[src/rtl/gb_timer_ctrl_if.sv]
// CPU I/O bus view of the timer block at FF04-FF07, plus the timer interrupt request.
interface gb_timer_ctrl_if;
  logic [1:0] addr_in;
  logic       wr_in;
  logic       rd_in;
  logic [7:0] data_in;
  logic [7:0] data_out;
  logic       rd_valid_out;
  logic       irq_out;

  modport master (
    output addr_in, wr_in, rd_in, data_in,
    input  data_out, rd_valid_out, irq_out
  );

  modport slave (
    input  addr_in, wr_in, rd_in, data_in,
    output data_out, rd_valid_out, irq_out
  );
endinterface

[src/rtl/gb_timer_ctrl.sv]
// Game Boy DIV/TIMA/TMA/TAC timer: free-running divider, tap-selected TIMA counting,
// delayed TMA reload on overflow and a one-clk timer interrupt pulse.
module gb_timer_ctrl #(
  parameter int unsigned OVF_DELAY = 4
) (
  input  logic           clk_in,
  input  logic           rst_in,
  input  logic           t_tick_in,
  gb_timer_ctrl_if.slave bus
);

  localparam int unsigned DIV_W = 16;
  localparam int unsigned REG_W = 8;
  localparam int unsigned TAC_W = 3;
  localparam int unsigned DLY_W = 4;

  typedef enum logic [1:0] {
    RUN    = 2'd0,
    OVF    = 2'd1,
    RELOAD = 2'd2
  } state_t;

  state_t             state;
  logic [DIV_W-1:0]   div;
  logic [REG_W-1:0]   tima;
  logic [REG_W-1:0]   tma;
  logic [TAC_W-1:0]   tac;
  logic [DLY_W-1:0]   dly_cnt;
  logic               sel_q;

  logic               tap_c;
  logic               sel_c;
  logic               fall_c;
  logic               wr_div_c;
  logic               wr_tima_c;
  logic               wr_tma_c;
  logic               wr_tac_c;
  logic [REG_W-1:0]   rd_mux_c;

  // Increment source: selected divider tap gated by the enable, edge-detected against last clk.
  always_comb begin
    tap_c = 1'b0;
    case (tac[1:0])
      2'b00: tap_c = div[9];
      2'b01: tap_c = div[3];
      2'b10: tap_c = div[5];
      2'b11: tap_c = div[7];
      default: tap_c = 1'b0;
    endcase
    sel_c  = tap_c & tac[2];
    fall_c = sel_q & ~sel_c;
  end

  always_comb begin
    wr_div_c  = bus.wr_in && (bus.addr_in == 2'd0);
    wr_tima_c = bus.wr_in && (bus.addr_in == 2'd1);
    wr_tma_c  = bus.wr_in && (bus.addr_in == 2'd2);
    wr_tac_c  = bus.wr_in && (bus.addr_in == 2'd3);
    rd_mux_c  = '0;
    case (bus.addr_in)
      2'd0: rd_mux_c = div[15:8];
      2'd1: rd_mux_c = tima;
      2'd2: rd_mux_c = tma;
      2'd3: rd_mux_c = {5'b11111, tac};
      default: rd_mux_c = '0;
    endcase
  end

  always_ff @(posedge clk_in) begin
    if (rst_in) begin
      state            <= RUN;
      div              <= '0;
      tima             <= '0;
      tma              <= '0;
      tac              <= '0;
      dly_cnt          <= '0;
      sel_q            <= 1'b0;
      bus.irq_out      <= 1'b0;
      bus.data_out     <= '0;
      bus.rd_valid_out <= 1'b0;
    end else begin
      bus.irq_out      <= 1'b0;
      bus.rd_valid_out <= bus.rd_in;
      sel_q            <= sel_c;
      if (bus.rd_in) bus.data_out <= rd_mux_c;

      if (wr_div_c)       div <= '0;
      else if (t_tick_in) div <= div + DIV_W'(1);

      if (wr_tma_c) tma <= bus.data_in;
      if (wr_tac_c) tac <= bus.data_in[TAC_W-1:0];

      case (state)
        RUN: begin
          if (wr_tima_c) begin
            tima <= bus.data_in;
          end else if (fall_c) begin
            if (tima == 8'hFF) begin
              tima    <= '0;
              dly_cnt <= DLY_W'(OVF_DELAY - 1);
              state   <= OVF;
            end else begin
              tima <= tima + REG_W'(1);
            end
          end
        end
        // Overflow window: edges ignored, a TIMA write aborts the pending reload.
        OVF: begin
          if (wr_tima_c) begin
            tima  <= bus.data_in;
            state <= RUN;
          end else if (t_tick_in) begin
            if (dly_cnt == '0) begin
              state       <= RELOAD;
              bus.irq_out <= 1'b1;
            end else begin
              dly_cnt <= dly_cnt - DLY_W'(1);
            end
          end
        end
        // A TMA write landing in the reload cycle feeds straight through to TIMA.
        RELOAD: begin
          tima  <= wr_tma_c ? bus.data_in : tma;
          state <= RUN;
        end
        default: state <= RUN;
      endcase
    end
  end

endmodule

[src/flat_wrapper.sv]
// flat-port wrapper written by rule: the top's interface ports become plain ports
module gb_timer_ctrl_flat 
#(
  parameter int unsigned OVF_DELAY = 4
)
  (clk_in, rst_in, t_tick_in, bus_addr_in, bus_wr_in, bus_rd_in, bus_data_in, bus_data_out, bus_rd_valid_out, bus_irq_out);
  gb_timer_ctrl_if bus_i ();
  input  logic clk_in;
  input  logic rst_in;
  input  logic t_tick_in;
  input wire logic [$bits(bus_i.addr_in)-1:0] bus_addr_in;
  input wire logic [$bits(bus_i.wr_in)-1:0] bus_wr_in;
  input wire logic [$bits(bus_i.rd_in)-1:0] bus_rd_in;
  input wire logic [$bits(bus_i.data_in)-1:0] bus_data_in;
  output wire logic [$bits(bus_i.data_out)-1:0] bus_data_out;
  output wire logic [$bits(bus_i.rd_valid_out)-1:0] bus_rd_valid_out;
  output wire logic [$bits(bus_i.irq_out)-1:0] bus_irq_out;
  assign bus_i.addr_in = bus_addr_in;
  assign bus_i.wr_in = bus_wr_in;
  assign bus_i.rd_in = bus_rd_in;
  assign bus_i.data_in = bus_data_in;
  assign bus_data_out = bus_i.data_out;
  assign bus_rd_valid_out = bus_i.rd_valid_out;
  assign bus_irq_out = bus_i.irq_out;
  gb_timer_ctrl #(.OVF_DELAY(OVF_DELAY)) u_core (.clk_in(clk_in), .rst_in(rst_in), .t_tick_in(t_tick_in), .bus(bus_i));
endmodule
[config.mk]
export PLATFORM = sky130hd
export DESIGN_NAME = gb_timer_ctrl_flat
export DESIGN_NICKNAME = d
export VERILOG_FILES = /design/src/rtl/gb_timer_ctrl_if.sv /design/src/rtl/gb_timer_ctrl.sv /design/src/flat_wrapper.sv
export SDC_FILE = /design/constraint.sdc
export NUM_CORES = 1
export LEC_CHECK = 0
export ABC_AREA = 1
export ABC_CLOCK_PERIOD_IN_PS = 1750
export BUFFER_PORTS_ARGS = -buffer_cell sky130_fd_sc_hd__buf_2
export CORE_MARGIN = 3
export CORE_UTILIZATION = 55
export CTS_CLUSTER_SIZE = 30
export DETAILED_ROUTE_END_ITERATION = 10
export GPL_TIMING_DRIVEN = 0
export PLACE_DENSITY = 0.71
export SYNTH_ARGS = -nofsm -noshare
export SYNTH_HDL_FRONTEND = slang
export SYNTH_SLANG_ARGS = --single-unit
[constraint.sdc]
create_clock -name clk_in -period 1.75 [get_ports clk_in]
set_input_delay 0.175 -clock clk_in [delete_from_list [all_inputs] [get_ports clk_in]]
set_output_delay 0.175 -clock clk_in [all_outputs]
set_load 0.005 [all_outputs]
# --- Word-level counts from Yosys, hierarchy flattened ---
# Index checks and enable logic that the tools add are counted.
classes:
  addsub: 3
  eq_ne: 19
  muxes: 23
  bitwise_logic: 5
  n_reduce_logical: 15
op_table:
  columns: ["op", "n"]
  rows:
  - ["$mux 8", 5]
  - ["$pmux 8 s4", 1]
  - ["$mux 4", 6]
  - ["$pmux 8 s3", 1]
  - ["$add 16x1->16 const B", 1]
  - ["$mux 2", 6]
  - ["$eq 2x2->1 const B", 5]
  - ["$add 8x1->8 const B", 1]
  - ["$eq 8x8->1 const B", 1]
  - ["$ne 2x2->1 const B", 4]
  - ["$pmux 4 s2", 1]
  - ["$reduce_and 7->1", 1]
  - ["$eq 2x1->1 const B", 3]
  - ["$logic_not 2->1", 3]
  - ["$ne 2x1->1 const B", 3]
  - ["$ne 3x1->1 const B", 2]
  - ["$reduce_and 5->1", 1]
  - ["$logic_and 1x1->1", 4]
  - ["$logic_not 4->1", 1]
  - ["$pmux 1 s4", 1]
  - ["$pmux 2 s2", 1]
  - ["$reduce_or 4->1", 1]
  - ["$sub 4x1->4 const B", 1]
  - ["$ne 3x2->1 const B", 1]
  - ["7 further kinds", 10]
word_totals:
  regBits: 52
  inputBits: 15
  out_inout_bits: 10
  word_cells: 75

# --- Longest topological paths before layout ---
# Gate-level depths: netlist (run 1).
logic_depth:
  ltp_word: 8
  mapped_depth: 11
  ltp_nobuf: 10

# --- Least setup slack after synthesis (run 1) ---
# No wires, ideal clock.
synth_timing:
  kind: "reg2reg"
  startpoint: "register u_core.state[0]"
  endpoint: "register u_core.tima[0]"
  setup_ns: 0.114
  t_arrival_ns: 1.382
  t_required_ns: 1.636
  path_slack_ns: 0.254
  stages_incl_launch_ff: 8
  n_path_buf: 1
  period_less_slack_ns: 1.496
  path_cell_list: "dfxtp_1 > inv_1 > ha_1 > inv_1 > clkbuf_1 > o211ai_1 > a21oi_1 > nor2_1"
synth_between:
  elab_chain_cells: 3
  word_cells_on_any_way: 8
  cone_classes: "eq/ne: 4; mux: 1; reduce/logical: 3"
synth_lines:
  columns: ["item", "line", "source"]
  rows:
  - ["start, declared", "gb_timer_ctrl.sv:23", "state_t state;"]
  - ["start signal, assigned", "gb_timer_ctrl.sv:71", "state <= RUN;"]
  - ["start signal, assigned", "gb_timer_ctrl.sv:101", "state <= OVF;"]
  - ["start signal, assigned", "gb_timer_ctrl.sv:111", "state <= RUN;"]
  - ["$eq 2x1->1 (tied with other cells)", "gb_timer_ctrl.sv:93", "case (state)"]
  - ["$ne 2x1->1 (no line) (tied with other cells)", null, null]
  - ["$reduce_and 3->1 (no line)", null, null]
  - ["end signal, assigned", "gb_timer_ctrl.sv:96", "tima <= bus.data_in;"]
  - ["end signal, assigned", "gb_timer_ctrl.sv:103", "tima <= tima + REG_W'(1);"]
  - ["end signal, assigned", "gb_timer_ctrl.sv:110", "tima <= bus.data_in;"]
  - ["end, declared", "gb_timer_ctrl.sv:25", "logic [REG_W-1:0] tima;"]
# Parallel ways exist; a longest one is shown, timed or not.
# A chain may end at the register's enable or synchronous reset.

# --- Worst setup path in the final report (run 1) ---
layout_timing:
  startpoint: "register u_core.tima[1]"
  endpoint: "register u_core.dly_cnt[2]"
layout_between:
  elab_chain_cells: 3
layout_lines:
  columns: ["item", "line", "source"]
  rows:
  - ["$eq 8x8->1", "gb_timer_ctrl.sv:98", "if (tima == 8'hFF) begin"]
  - ["$ne 2x1->1 (no line)", null, null]
  - ["$reduce_and 7->1 (no line)", null, null]
  - ["end signal, assigned", "gb_timer_ctrl.sv:100", "dly_cnt <= DLY_W'(OVF_DELAY - 1);"]
  - ["end signal, assigned", "gb_timer_ctrl.sv:117", "dly_cnt <= dly_cnt - DLY_W'(1);"]
  - ["end, declared", "gb_timer_ctrl.sv:28", "logic [DLY_W-1:0] dly_cnt;"]
# Every way passes these cells.

==> results.toml, run 1 <==
[worst_setup_path]
cp.arrival_ps = 1800
max_stage_delay_ps = 380
rr_endpoint = "u_core.dly_cnt[2]"
rrSetupSlack_ps = 110
critical_path_required_ps = 1910
critPathMaxFanout = 7
slowest_stage = "dfxtp_4"
end_kind = "flip-flop"
critPathKind = "reg2reg"
cp_cell_sequence = "ha_2 > nand2_2 > nor2_2 > nand2_1 > nor2_2 > nand3_2 > nand2_2 > nand2_1 > nand2_1 > a21oi_1"
cp_common_cell = "nand2_1"
r2r_start = "u_core.tima[1]"
reg2regPathDepth = 10
startpoint_type = "flip-flop"

[final_layout]
utilization = 0.663
area_growth_pct = 12.0
fin_area_mm2 = 0.00326
n_antenna_cell = 0
fill_cells = 481
stdcell_count = 532
final_nets = 487
drive_gt1_frac = 0.153

[synthesis]
ys_ff_latch = 52
synth_top_cell_by_area = "dfxtp_1"
synthesis.area_mm2 = 0.00291
synth_edf_count = 0
syn-num-nets = 454
synth_most_common_cell = "nand2_1"
yosys-top-cells-area = "dfxtp_1, nand2_1, inv_1"
ys_async_sr_fraction = 0
ys_types = 38
syn_inst = 431
seq_area_frac_synth = 0.358
syn_area_per_cell_um2 = 6.75
synth_top_area_frac = 0.358
synthFlopType = "dfxtp_1"
yosys-top-cells-count = "nand2_1, dfxtp_1, inv_1"
synth_warnings = 0

[min_path]
worstHoldStart = "bus_data_in[6]"
min_to = "u_core.tma[6]"
holdPathStages = 3
hp-class = "in2reg"

[timing]
finalMaxSlewViolations = 0
rsz0062_at_grt = "false"
clock_skew_ps = 8.25
max_freq_mhz = 611
setup_tns_ps = 0
slew_headroom = 0.604
timing.hold.ws_ps = 182
finalCriticalPeriod_ps = 1640
tightest_slew_ps = 594
setup_violations = 0
hold_violations = 0
fin_crit_sh = 0.935

[global_route]
grt_first_pass_wirelength_um = 11200
overflow = 0
first_global_vias = 2465
grt_usage = 0.228
grt_max_degree = 16
antenna_found_initial = 0

[clock_tree]
cts_buffer_depth = 2
h-tree-depth = 2
cts-root-buf = "clkbuf_8"
clock_latency_ps = 300
path_clk_slew_ps = 90
numCtsBuffers = 5
cts_sinks = 52
hold_buffers = 0
cts_tree = "built"

[placed_design]
hpwl_um = 5350
portBuffers = 21
place_area_mm2 = 0.00310
dp.cells = 519
place_congestion = 0.917

[route]
routed_wl_um = 6930
via_per_inst = 5.25
drcViolationCount = 0
first_iter_violations = 201
routedWlPerCell_um = 13.0
vias = 2794
dr.pass1.iters = 4
drtAntennaViolNets = 0

[floorplanning]
start_util = 0.592
die-width_um = 78.7
row_count = 25
dieArea_mm2 = 0.00620
coreArea_mm2 = 0.00491
boundaryPins = 25
fp.dieH_um = 78.7

[flow_run]
drv_cap = 0

[run_status]
status = "finished, final reports clean"

[pwr]
leakage_nw = 1.34
powerDensity_mw_per_mm2 = 997
max-vdd-ir-drop_mv = 0.565
[per-layer routing]
metal / vias to the layer above / GRT usage / routed length (µm)
met5: - / 0 / 0
met4: 0 / 0.0717 / 87
met1: 1248 / 0.317 / 3350
met2: 70 / 0.370 / 3130
met3: 7 / 0.0283 / 350
li1: 1469 / - / -
[cell type report]
class | count | area (µm²) | share of cell area
clock buffers | 7 | 86.3 | 0.0265
repair inverters | 1 | 7.51 | 0.00230
repair buffers | 26 | 143 | 0.0438
multi-input cells | 309 | 1600 | 0.490
inverters | 57 | 223 | 0.0684
plain buffers | 12 | 66.3 | 0.0204
flip-flops and latches | 52 | 1040 | 0.321
well taps | 67 | 83.8 | 0.0257
clock inverters | 1 | 7.51 | 0.00230
[report_power, final]
part	internal, mW	switching, mW
clock	0.322	0.389
sequential	1.28	0.0882
combinational	0.474	0.699
[placed cells by master, fill, tap and decap left out, types with 2 or more instances in the layout]
| master | n |
|---|---|
| nor2_1 | 44 |
| a21oi_4 | 2 |
| nor3_1 | 5 |
| dfxtp_1 | 51 |
| nand3_1 | 30 |
| clkbuf_1 | 5 |
| clkbuf_8 | 6 |
| ha_1 | 6 |
| nand2_2 | 6 |
| o21ai_0 | 30 |
| buf_4 | 7 |
| o21ai_1 | 3 |
| nand4_1 | 8 |
| inv_2 | 5 |
| o211ai_1 | 7 |
| a31oi_1 | 8 |
| nand3_2 | 2 |
| xnor2_1 | 2 |
| clkinvlp_4 | 3 |
| buf_2 | 25 |
| inv_1 | 50 |
| a21oi_1 | 37 |
| xor2_1 | 4 |
| o22ai_1 | 3 |
| nor2_2 | 3 |
| nand2_1 | 96 |
[registers in the layout (all words and copies together) (netlist names)]
name,count
u_core.tac,3
u_core.sel_q,1
u_core.tma,8
u_core.dly_cnt,4
u_core.tima,8
u_core.div,16
u_core.bus.data_out,8
u_core.bus.rd_valid_out,1
u_core.bus.irq_out,1
u_core.state,2
[metrics by stage]
stage | power (mW) | worst slack, ps
finish | 3.25 | 114
global route | 3.47 | 3.32
CTS | 3.12 | 9.58
detailed placement | 2.41 | -67.1
global placement | 2.40 | -41.7
floorplan | 2.17 | 254
[worst max-delay path: cells and delay by family, from the launching register on]
kind                     cells  cell delay [ps]
AO/OA/AOI/OAI                1               50
adder cells (fa/ha/maj)      1              200
flip-flops                   1              380
AND/OR/NAND/NOR              8              870
[repair_timing]
action,4_1_cts,5_1_grt
cloned,0,1
endpoints found under the setup margin,8,10
buffers inserted,0,5
resized for setup,2,6
[worst max path at each step]
| stage | cells past startpoint | startpoint | slack (ps) | to |
|---|---|---|---|---|
| 6_report | 10 | u_core.tima[1] | 110 | u_core.dly_cnt[2] |
| 4_1_cts | 7 | u_core.state[0] | 10 | u_core.tima[0] |
| 5_1_grt | 7 | u_core.state[1] | 3 | u_core.dly_cnt[0] |
| 3_5_place_dp | 7 | u_core.state[0] | -70 | u_core.tima[2] |
| 3_3_place_gp | 7 | u_core.state[0] | -40 | u_core.tima[1] |
| 2_1_floorplan | 7 | u_core.state[0] | 250 | u_core.tima[0] |
[kinds of logic (layout without fill, tap and decap cells)]
family                   count (synthesis)  in the layout  synth area share
AND/OR/NAND/NOR                        201            201             0.306
flip-flops                              52             52             0.358
adder cells (fa/ha/maj)                  8              8            0.0344
XOR/XNOR                                 6              6            0.0181
AO/OA/AOI/OAI                           94             94             0.185
buffers and inverters                   70            104            0.0994
No activity file was read; power rests on OpenSTA's default activity.
==> inputs of run 2 (changes only) <==
--- a/config.mk
+++ b/config.mk
@@ -9,11 +9,11 @@
 export ABC_CLOCK_PERIOD_IN_PS = 1750
 export BUFFER_PORTS_ARGS = -buffer_cell sky130_fd_sc_hd__buf_2
 export CORE_MARGIN = 3
-export CORE_UTILIZATION = 55
+export CORE_UTILIZATION = 30
 export CTS_CLUSTER_SIZE = 30
 export DETAILED_ROUTE_END_ITERATION = 10
 export GPL_TIMING_DRIVEN = 0
-export PLACE_DENSITY = 0.71
+export PLACE_DENSITY = 0.43
 export SYNTH_ARGS = -nofsm -noshare
 export SYNTH_HDL_FRONTEND = slang
 export SYNTH_SLANG_ARGS = --single-unit
==> constraint.sdc (replaced) <==
create_clock -name clk_in -period 1.75 [get_ports clk_in]
set_input_delay 0.35 -clock clk_in [delete_from_list [all_inputs] [get_ports clk_in]]
set_output_delay 0.35 -clock clk_in [all_outputs]
set_load 0.005 [all_outputs]
==> results.toml, run 2 (synthesis results as in run 1) <==
[worst_setup_path]
reg2regPathDepth = 8
path_buf_inv = 3
max_stage_delay_ps = 350
r2r_start = "u_core.state[1]"
rr_endpoint = "u_core.tima[0]"
crit_family = "compound AO/OA/AOI/OAI gates"
slowest_stage = "dfxtp_2"
end_kind = "flip-flop"
cp_cell_sequence = "inv_1 > ha_4 > inv_1 > clkbuf_4 > a21oi_1 > o21ai_0 > a21oi_1 > nor2_1"
cp.arrival_ps = 1840
startpoint_type = "flip-flop"
critPathKind = "reg2reg"
critPathMaxFanout = 10
critical_path_required_ps = 1960
rrSetupSlack_ps = 130

[clock_tree]
cts_tree = "built"
cts-root-buf = "clkbuf_8"
path_clk_slew_ps = 100
cts_setup_buffers = 0
clock_latency_ps = 310
h-tree-depth = 2
hold_buffers = 0
numCtsBuffers = 5
cts_buffer_depth = 2
cts_sinks = 52

[floorplanning]
row_count = 35
boundaryPins = 25
die-width_um = 104
dieArea_mm2 = 0.0109
start_util = 0.312
fp.dieH_um = 104
coreArea_mm2 = 0.00933

[pwr]
powerDensity_mw_per_mm2 = 974
total_power_mw = 3.23
seqPwrFrac = 0.425
clkPwrFrac = 0.224
leakage_nw = 1.32
swShare = 0.382
p_switching_mw = 1.23
intPower_mw = 1.99
comb_power_share = 0.351
max-vdd-ir-drop_mv = 0.355

[run_status]
status = "finished, final reports clean"

[timing]
hold_violations = 0
finalCriticalPeriod_ps = 1620
slew_headroom = 0.595
max_freq_mhz = 616
setup_tns_ps = 0
tightest_slew_ps = 608
finalMaxSlewViolations = 0
fin_crit_sh = 0.928
timing.hold.ws_ps = 333
setup_violations = 0
clock_skew_ps = 11.1

[min_path]
hp-class = "in2reg"
min_to = "u_core.tma[6]"
worstHoldStart = "bus_data_in[6]"
holdPathStages = 3

[route]
routed_wl_um = 7890
vias = 2725
via_per_inst = 4.63
drtAntennaViolNets = 0
first_iter_violations = 100
drcViolationCount = 0
dr.pass1.iters = 4
routedWlPerCell_um = 13.4

[global_route]
first_global_vias = 2625
grt_usage = 0.149
grt_max_degree = 17
antenna_found_initial = 0
grt_first_pass_wirelength_um = 13200
overflow = 0

[final_layout]
area_growth_pct = 13.8
final_common_cell = "nand2_1"
largest_register_ff_count = 16
largest_register = "u_core.div"
final_cell_mix = "nand2_1, inv_1, dfxtp_1, nor2_1, a21oi_1"
n_antenna_cell = 0
drive_gt1_frac = 0.150
final_nets = 482
fill_cells = 1053

[flow_run]
drv_cap = 0

[placed_design]
place_congestion = 0.796
portBuffers = 21
hpwl_um = 6160
## run 2: metal layers
metal	global-route usage	part of all wire	vias to the layer above
met2	0.247	0.47	34
met5	0	0	-
li1	-	-	1465
met3	0.0242	0.031	4
met4	0.0351	0.0061	0
met1	0.203	0.50	1222
## run 2: final cells by class
cell class / count / area (µm²) / share of cell area
flip-flops and latches: 52 / 1050 / 0.317
clock buffers: 6 / 72.6 / 0.0219
clock inverters: 2 / 16.3 / 0.00491
plain buffers: 13 / 73.8 / 0.0223
repair buffers: 21 / 105 / 0.0317
inverters: 57 / 219 / 0.0661
multi-input cells: 309 / 1610 / 0.487
well taps: 129 / 161 / 0.0487
## run 2: worst max path at each step
stage,from,to,depth (start not counted)
finish,u_core.state[1],u_core.tima[0],8
global placement,u_core.state[0],u_core.tima[2],7
CTS,u_core.state[0],u_core.tima[0],8
floorplan,u_core.state[0],u_core.tima[0],7
detailed placement,u_core.state[0],u_core.tima[2],7
global route,u_core.state[1],u_core.dly_cnt[3],7
## run 2: power groups by stage
stage                     Clock [mW]  Combinational [mW]  Sequential (mW)
after floorplan                    0               0.804             1.37
after global placement             0                1.07             1.40
after detailed placement           0                1.06             1.39
after CTS                      0.761                1.07             1.37
after global routing           0.796                1.30             1.39
final                          0.723                1.13             1.37
## run 2: worst reg2reg max path: stages (launching register included)
cell	delay [ps]
dfxtp_2	350
inv_1	90
ha_4	310
inv_1	90
clkbuf_4	210
a21oi_1	120
o21ai_0	140
a21oi_1	170
nor2_1	50
## run 2: through the flow
stage / setup WS [ps] / std cells / utilization / cell area, µm²
6_report: 126 / 589 / 0.355 / 3310
5_1_grt: -22.9 / 589 / 0.355 / 3310
4_1_cts: 12.2 / 589 / 0.351 / 3270
3_5_place_dp: -135 / 581 / 0.340 / 3180
3_3_place_gp: -155 / 581 / 0.340 / 3180
2_1_floorplan: 254 / 431 / - / 2910
## run 2: repair_timing
action	CTS	global route
setup endpoints to repair	10	11
hold endpoints to repair	0	0
resized for setup	3	12
pin swaps	0	1
